`src/rtl/registros_multi.sv`:
```
// Register bank shared by N_CH req/ack requesters, serialised by a round-robin arbiter.
// Out-of-range addresses and writes to read-only registers complete with err set.
module registros_multi #(
    parameter int unsigned     DATA_W  = 16,
    parameter int unsigned     ADDR_W  = 8,
    parameter int unsigned     DEPTH   = 32,
    parameter int unsigned     N_CH    = 2,
    parameter logic [DEPTH-1:0] RO_MASK = '0
) (
    input  logic                     CLK,
    input  logic                     Reset,
    input  logic [N_CH-1:0]          req,
    input  logic [N_CH-1:0]          RNW,
    input  logic [N_CH*ADDR_W-1:0]   ADDR,
    input  logic [N_CH*DATA_W-1:0]   WR_DATA,
    output logic [DATA_W-1:0]        RD_DATA,
    output logic [N_CH-1:0]          ack,
    output logic                     err,
    output logic                     busy
);

    localparam int unsigned CH_W  = (N_CH > 1) ? $clog2(N_CH) : 1;
    localparam int unsigned IDX_W = (DEPTH > 1) ? $clog2(DEPTH) : 1;

    localparam logic [1:0] IDLE      = 2'd0;
    localparam logic [1:0] ACCESS    = 2'd1;
    localparam logic [1:0] WAIT_DROP = 2'd2;

    logic [1:0]        state;
    logic [1:0]        state_next;
    logic [CH_W-1:0]   ptr;
    logic [CH_W-1:0]   grant;
    logic [CH_W-1:0]   pick;
    logic              found;
    int                rr_idx;
    logic              lat_rnw;
    logic [ADDR_W-1:0] lat_addr;
    logic [DATA_W-1:0] lat_data;
    logic [DATA_W-1:0] regs [DEPTH];
    logic [IDX_W-1:0]  idx;
    logic              in_range;
    logic              is_ro;

    // Round-robin search starting at the priority pointer
    always_comb begin
        found  = 1'b0;
        pick   = ptr;
        rr_idx = 0;
        for (int i = 0; i < int'(N_CH); i++) begin
            rr_idx = int'(ptr) + i;
            if (rr_idx >= int'(N_CH)) rr_idx = rr_idx - int'(N_CH);
            if (!found && req[CH_W'(rr_idx)]) begin
                found = 1'b1;
                pick  = CH_W'(rr_idx);
            end
        end
    end

    // Address decode of the latched request; compare one bit wider so DEPTH = 2^ADDR_W works
    always_comb begin
        idx      = IDX_W'(lat_addr);
        in_range = ({1'b0, lat_addr} < (ADDR_W + 1)'(DEPTH));
        is_ro    = RO_MASK[idx];
    end

    always_comb begin
        state_next = state;
        case (state)
            IDLE:      if (found) state_next = ACCESS;
            ACCESS:    state_next = WAIT_DROP;
            WAIT_DROP: if (!req[grant]) state_next = IDLE;
            default:   state_next = IDLE;
        endcase
    end

    always_ff @(posedge CLK or negedge Reset) begin
        if (!Reset) begin
            state <= IDLE;
            busy  <= 1'b0;
        end else begin
            state <= state_next;
            busy  <= (state_next != IDLE);
        end
    end

    always_ff @(posedge CLK or negedge Reset) begin
        if (!Reset) begin
            ptr      <= '0;
            grant    <= '0;
            lat_rnw  <= 1'b0;
            lat_addr <= '0;
            lat_data <= '0;
            ack      <= '0;
            err      <= 1'b0;
            RD_DATA  <= '0;
            for (int i = 0; i < int'(DEPTH); i++) regs[i] <= '0;
        end else begin
            case (state)
                IDLE: begin
                    if (found) begin
                        grant    <= pick;
                        ptr      <= (pick == CH_W'(N_CH - 1)) ? '0 : pick + CH_W'(1);
                        lat_rnw  <= RNW[pick];
                        lat_addr <= ADDR[pick*ADDR_W +: ADDR_W];
                        lat_data <= WR_DATA[pick*DATA_W +: DATA_W];
                    end
                end
                ACCESS: begin
                    ack <= N_CH'(1) << grant;
                    if (!in_range) begin
                        err <= 1'b1;
                        if (lat_rnw) RD_DATA <= '0;
                    end else if (lat_rnw) begin
                        RD_DATA <= regs[idx];
                        err     <= 1'b0;
                    end else if (is_ro) begin
                        err <= 1'b1;
                    end else begin
                        regs[idx] <= lat_data;
                        err       <= 1'b0;
                    end
                end
                WAIT_DROP: begin
                    if (!req[grant]) begin
                        ack <= '0;
                        err <= 1'b0;
                    end
                end
                default: ;
            endcase
        end
    end

endmodule

```
`config.mk`:
```
export PLATFORM = sky130hd
export DESIGN_NAME = registros_multi
export DESIGN_NICKNAME = d
export VERILOG_FILES = /design/src/rtl/registros_multi.sv
export SDC_FILE = /design/constraint.sdc
export NUM_CORES = 1
export LEC_CHECK = 0
export CELL_PAD_IN_SITES_DETAIL_PLACEMENT = 0
export CELL_PAD_IN_SITES_GLOBAL_PLACEMENT = 2
export CORE_UTILIZATION = 42
export CTS_BUF_LIST = sky130_fd_sc_hd__clkbuf_4 sky130_fd_sc_hd__clkbuf_8
export DETAILED_ROUTE_END_ITERATION = 12
export HOLD_SLACK_MARGIN = 0.06
export PLACE_DENSITY = 0.77
export RECOVER_POWER = 25
export SYNTH_ARGS = -nofsm -noshare
export SYNTH_HDL_FRONTEND = slang
export SYNTH_SLANG_ARGS = --single-unit
```
`constraint.sdc`:
```
create_clock -name CLK -period 5 [get_ports CLK]
set_clock_uncertainty 0.15 [all_clocks]
set_input_delay 0.75 -clock CLK [delete_from_list [all_inputs] [get_ports CLK]]
set_output_delay 0.75 -clock CLK [all_outputs]
set_load 0.1 [all_outputs]
```
# After elaboration in Yosys (flattened, before gate mapping)
# Memories as Yosys holds them, arrays and structs flattened.
# Index checks and enable logic that the tools add are counted.
# totals
output_inout_bits,20
n_memories,1
wordCells,111
mem_bits_rw,0
register_bits,561
latchBits,0
inputBits,54
romBits,32
# classes
n_eq_ne,3
mux,35
order_cmp,10
mul,0
add_sub_neg,4
shifts,3
n_reduce_logical,10
bitwise,3
div_mod_pow,0
# mem_list
name,depth,width,rd,rd_clocked_by_memory_dff,write_ports,line,rtl
(no name shown),32,1,1,0,0,63,is_ro = RO_MASK[idx];
# ops
op,n
512-bit bitwise mux,1
16-bit two-way mux,6
16-bit binary-select mux with 5-bit select,1
16-bit demux with 5-bit select,1
32-bit by 6-bit variable part select with 16-bit output,1
1-bit two-way mux,20
16-bit by 5-bit variable part select with 8-bit output,1
"8-bit by 6-bit < comparator with 1-bit output, second input constant",1
"6-bit >= comparator, second input constant",1
"1-bit by 3-bit < comparator with 1-bit output, second input constant",2
"5-bit by 6-bit < comparator with 1-bit output, second input constant",1
"6-bit by 1-bit < comparator with 1-bit output, second input constant",1
2-bit two-way mux,3
5-bit NOT with 6-bit output,1
2-bit case mux with 3 select lines,1
2-bit AND reduction,3
"1-bit by 2-bit < comparator with 1-bit output, second input constant",2
2-bit case mux with 2 select lines,1
4-bit AND reduction,1
2-bit nonzero test,2
"1-bit by 1-bit adder with 2-bit output, second input constant",1
"2-bit by 1-bit == test with 1-bit output, second input constant",1
"2-bit == test, second input constant",1
"1-bit by 2-bit >= comparator with 1-bit output, second input constant",1
10 further kinds,13

# Longest topological paths before layout
# depth
depth_word,12
ltp_mapped,8
depth_no_buf,5

# Least setup slack after synthesis
# OpenSTA, ideal clock, no wires.
# synth_timing
kind,register to register
startpoint,register lat_addr[7]
endpoint,register regs[101] (netlist bit)
path_buffers,2
t_arrival_ps,2422
stages_incl_launch_ff,8
required_time_ps,4725
period_less_slack_ps,2697
slack_ps,2303
setup_time_ps,125
cell_sequence,dfrtp_1 > or3_1 > or4b_1 > or2_1 > buf_6 > nor3_4 > buf_8 > mux2_4
# synth_between
elab_chain_cells,2
# synth_lines
element,line,rtl
start: declaration,37,logic [ADDR_W-1:0] lat_addr;
start signal: assignment,104,lat_addr <= ADDR[pick*ADDR_W +: ADDR_W];
8-bit by 6-bit < comparator with 1-bit output,62,"in_range = ({1'b0, lat_addr} < (ADDR_W + 1)'(DEPTH));"
4-bit AND reduction (no source line),n/a,
end signal: indexed assignment,119,regs[idx] <= lat_data;
end: declaration,39,logic [DATA_W-1:0] regs [DEPTH];
# No other way between the ends.
# A chain may end at the register's enable or synchronous reset.

# Worst setup path in the final report
# layout_timing
startpoint,register lat_addr[7]
endpoint,register regs[444] (netlist bit)
# Same word-level chain as after synthesis.

==> results.py <==
metrics = {
    "outcome": {
        "status": "finished, violations left",
        "failed_checks": "capacitance limit, slew limit",
    },
    "grt": {
        "busiest_layer": "met2",
        "grt_pass1_wl_um": 100000,
        "grt_pass1_vias": 16200,
        "grt_max_degree": 98,
        "grt-ovfl-total": 0,
        "track_usage_pct": 21.9,
        "grtUsageMet1_pct": 31.4,
        "gr-usage-met3_pct": 3.41,
        "antenna_found_initial": 1,
        "met2_usage_pct": 33.9,
    },
    "job": {
        "maxCapViolCount": 2,
    },
    "floorplan": {
        "io_pins": 74,
        "dieArea_sq_um": 61300,
        "core_sq_um": 59400,
        "start_util_pct": 42.7,
        "rows": 89,
        "die_w_um": 248,
        "die_height_um": 248,
    },
    "clock_tree": {
        "cts_max_level": 3,
        "cts_tree": "yes",
        "path_clk_slew_ns": 0.06,
        "cts_resized": 0,
        "clk_latency_ns": 0.70,
        "cts-root-buf": "clkbuf_8",
        "postCtsSetupBuffers": 0,
        "cts.sinks": 561,
        "clockBufferDepth": 3,
        "ctsHoldBuffers": 1,
        "numCtsBuffers": 97,
    },
    "yosys": {
        "synth_most_common_cell": "dfrtp_1",
        "syn_area_sq_um": 25300,
        "synth_edf_count": 0,
        "synth.distinct_cells": 41,
        "synth_area_leader_cell": "dfrtp_1",
        "ys_ff_latch": 561,
        "syn_avg_cell_area_sq_um": 13.7,
        "synthTopCellsByArea": "dfrtp_1 55%, mux2_2 22%, mux2i_1 11%, o22ai_1 3.2%, clkbuf_1 1.8%",
        "syn_inst": 1848,
        "synth_nets": 1902,
        "ys_warn_count": 0,
        "ys_async_sr_fraction_pct": 100,
        "synth.yosys.seq_area_share_pct": 55.4,
        "synthTopCellsByCount": "561 x dfrtp_1, 501 x mux2_2, 282 x mux2i_1",
        "synth_top_area_share_pct": 55.4,
        "yosys_most_used_dff": "dfrtp_1",
    },
    "timing": {
        "whs_ns": 0.336,
        "max_freq_mhz": 277,
        "hold_viol_final": 0,
        "setup_viol": 0,
        "worstMarginPinSlew_ns": 2.66,
        "rsz0062_at_grt": "no",
        "setup_ws_ns": 1.39,
        "min_period_ns": 3.61,
        "maxSlewViolCount": 149,
        "setup-tns-final_ns": 0,
        "period_share_pct": 72.3,
        "max_slew_margin_pct": -77.0,
    },
    "place": {
        "numPortBuffers": 73,
        "pre_cts_slack_ns": 1.49,
        "placed_cell_area_sq_um": 26800,
        "dp_hpwl_um": 40400,
        "gp_congestion": 0.758,
    },
    "setup_path": {
        "start_kind": "flip-flop",
        "r2r_start": "lat_addr[7]",
        "cpPeakStageDelay_ns": 0.92,
        "reg2reg_slack_ns": 1.39,
        "r2r_end": "regs[444]",
        "cp_cell_sequence": "or3_1, nor4_1, nor2b_1, nand3_1, mux2_2",
        "path_max_fanout": 16,
        "crit_arrival_ns": 4.03,
        "required_ns": 5.41,
        "worst-r2r-cell-count": 5,
        "critPathSlowestCell": "nand3_1",
        "endpoint_kind": "flip-flop",
        "critical_path_class": "flip-flop to flip-flop",
    },
    "min_path": {
        "whs_path_depth": 1,
        "hp-class": "flip-flop to flip-flop",
        "min_from": "regs[46]",
        "worstHoldEndpoint": "regs[46]",
    },
    "power_and_ir_drop": {
        "p_total_w": 0.0126,
        "p_per_area_nw_per_um2": 434,
        "p_leak_nw": 14.6,
        "peakVddDrop_uv": 376,
    },
    "routing": {
        "wirelength_um": 65300,
        "antenna_left": 0,
        "vias": 15400,
        "dr.pass1.iters": 9,
        "wl_per_cell_um": 23.7,
        "drtIter0Drc": 925,
        "drcViolationCount": 0,
        "vias_per_cell": 5.59,
    },
    "finish": {
        "syn_to_final_growth_pct": 14.4,
        "fin_area_sq_um": 29000,
        "final-seq-area_sq_um": 14000,
        "fill_cells": 5210,
        "multi_input_area_sq_um": 10700,
        "drive_above_1_share_pct": 38.0,
        "nNetsFinal": 1964,
    },
}
==> layer usage <==
layer  vias up  share of wire, %
met5         -                 0
met4         0               2.1
met3        95               4.1
met2       338                46
met1      8055                48
li1       6927                 -
==> cells in the final DEF, fill, tap and decap left out, types with 5 or more instances in the layout <==
master,netlist,final
nand3_1,6,6
mux2_2,501,501
clkinv_2,0,6
buf_4,3,42
dfrtp_1,561,559
clkdlybuf4s50_1,0,71
nor2_1,39,37
clkbuf_8,0,131
mux2i_1,282,282
o22ai_1,130,130
nor4_1,33,33
mux2_4,10,10
a21oi_1,27,27
nand4bb_1,6,6
clkbuf_4,0,30
buf_12,0,5
nand2_1,32,32
a22o_1,16,16
nand2b_1,5,5
==> flip-flops by register name, summed over array words and instances, names as in the netlist <==
register,flops
busy,1
RD_DATA,16
lat_data,16
lat_addr,8
grant,1
ack,2
ptr,1
regs,512
err,1
lat_rnw,1
state,2
==> critical path, delay by kind of cell (launching register included) <==
family        cells  cell delay, ns
simple gates      4            2.37
flops             1            0.38
mux               1            0.60
==> cell families (layout without fill, tap and decap cells) <==
kind of cell | Yosys count | count (layout) | synth area share [%]
flip-flops | 561 | 561 | 55.4
buffers and inverters | 159 | 296 | 2.56
XOR/XNOR | 1 | 1 | 0.0346
other | 0 | 1 | 0
AND/OR/NAND/NOR | 157 | 157 | 3.57
AO/OA/AOI/OAI | 175 | 175 | 4.35
multiplexers | 795 | 795 | 34.1
==> metrics by stage <==
step / util, % / cells
after floorplan: - / 1848
after global placement: 45.2 / 2583
after detailed placement: 45.2 / 2583
after CTS: 48.9 / 2758
after global routing: 48.8 / 2759
final: 48.8 / 2759
==> final cells by class <==
cell class | instances | share of cell area (%)
clock buffer | 161 | 7.00
clock inverter | 13 | 0.384
multi-input combinational | 1128 | 36.8
timing repair buffer | 122 | 3.98
sequential | 561 | 48.5
antenna | 1 | 0.00863
tap | 773 | 3.34
==> worst max path at each step <==
stage	startpoint	slack (ns)	cells after the start	to
6_report	lat_addr[7]	1.39	5	regs[444]
5_1_grt	Reset	1.09	3	regs[292]
4_1_cts	lat_addr[7]	1.49	5	regs[447]
3_5_place_dp	lat_addr[7]	1.49	5	regs[438]
3_3_place_gp	lat_addr[1]	1.47	6	RD_DATA[7]
2_1_floorplan	lat_addr[7]	2.30	7	regs[101]
==> where the power goes <==
| group | switching [W] | internal (W) |
|---|---|---|
| clock | 0.00188 | 0.00260 |
| combinational | 0.00139 | 0.000965 |
| sequential | 0.000913 | 0.00482 |
No activity file was read; power rests on OpenSTA's default activity.
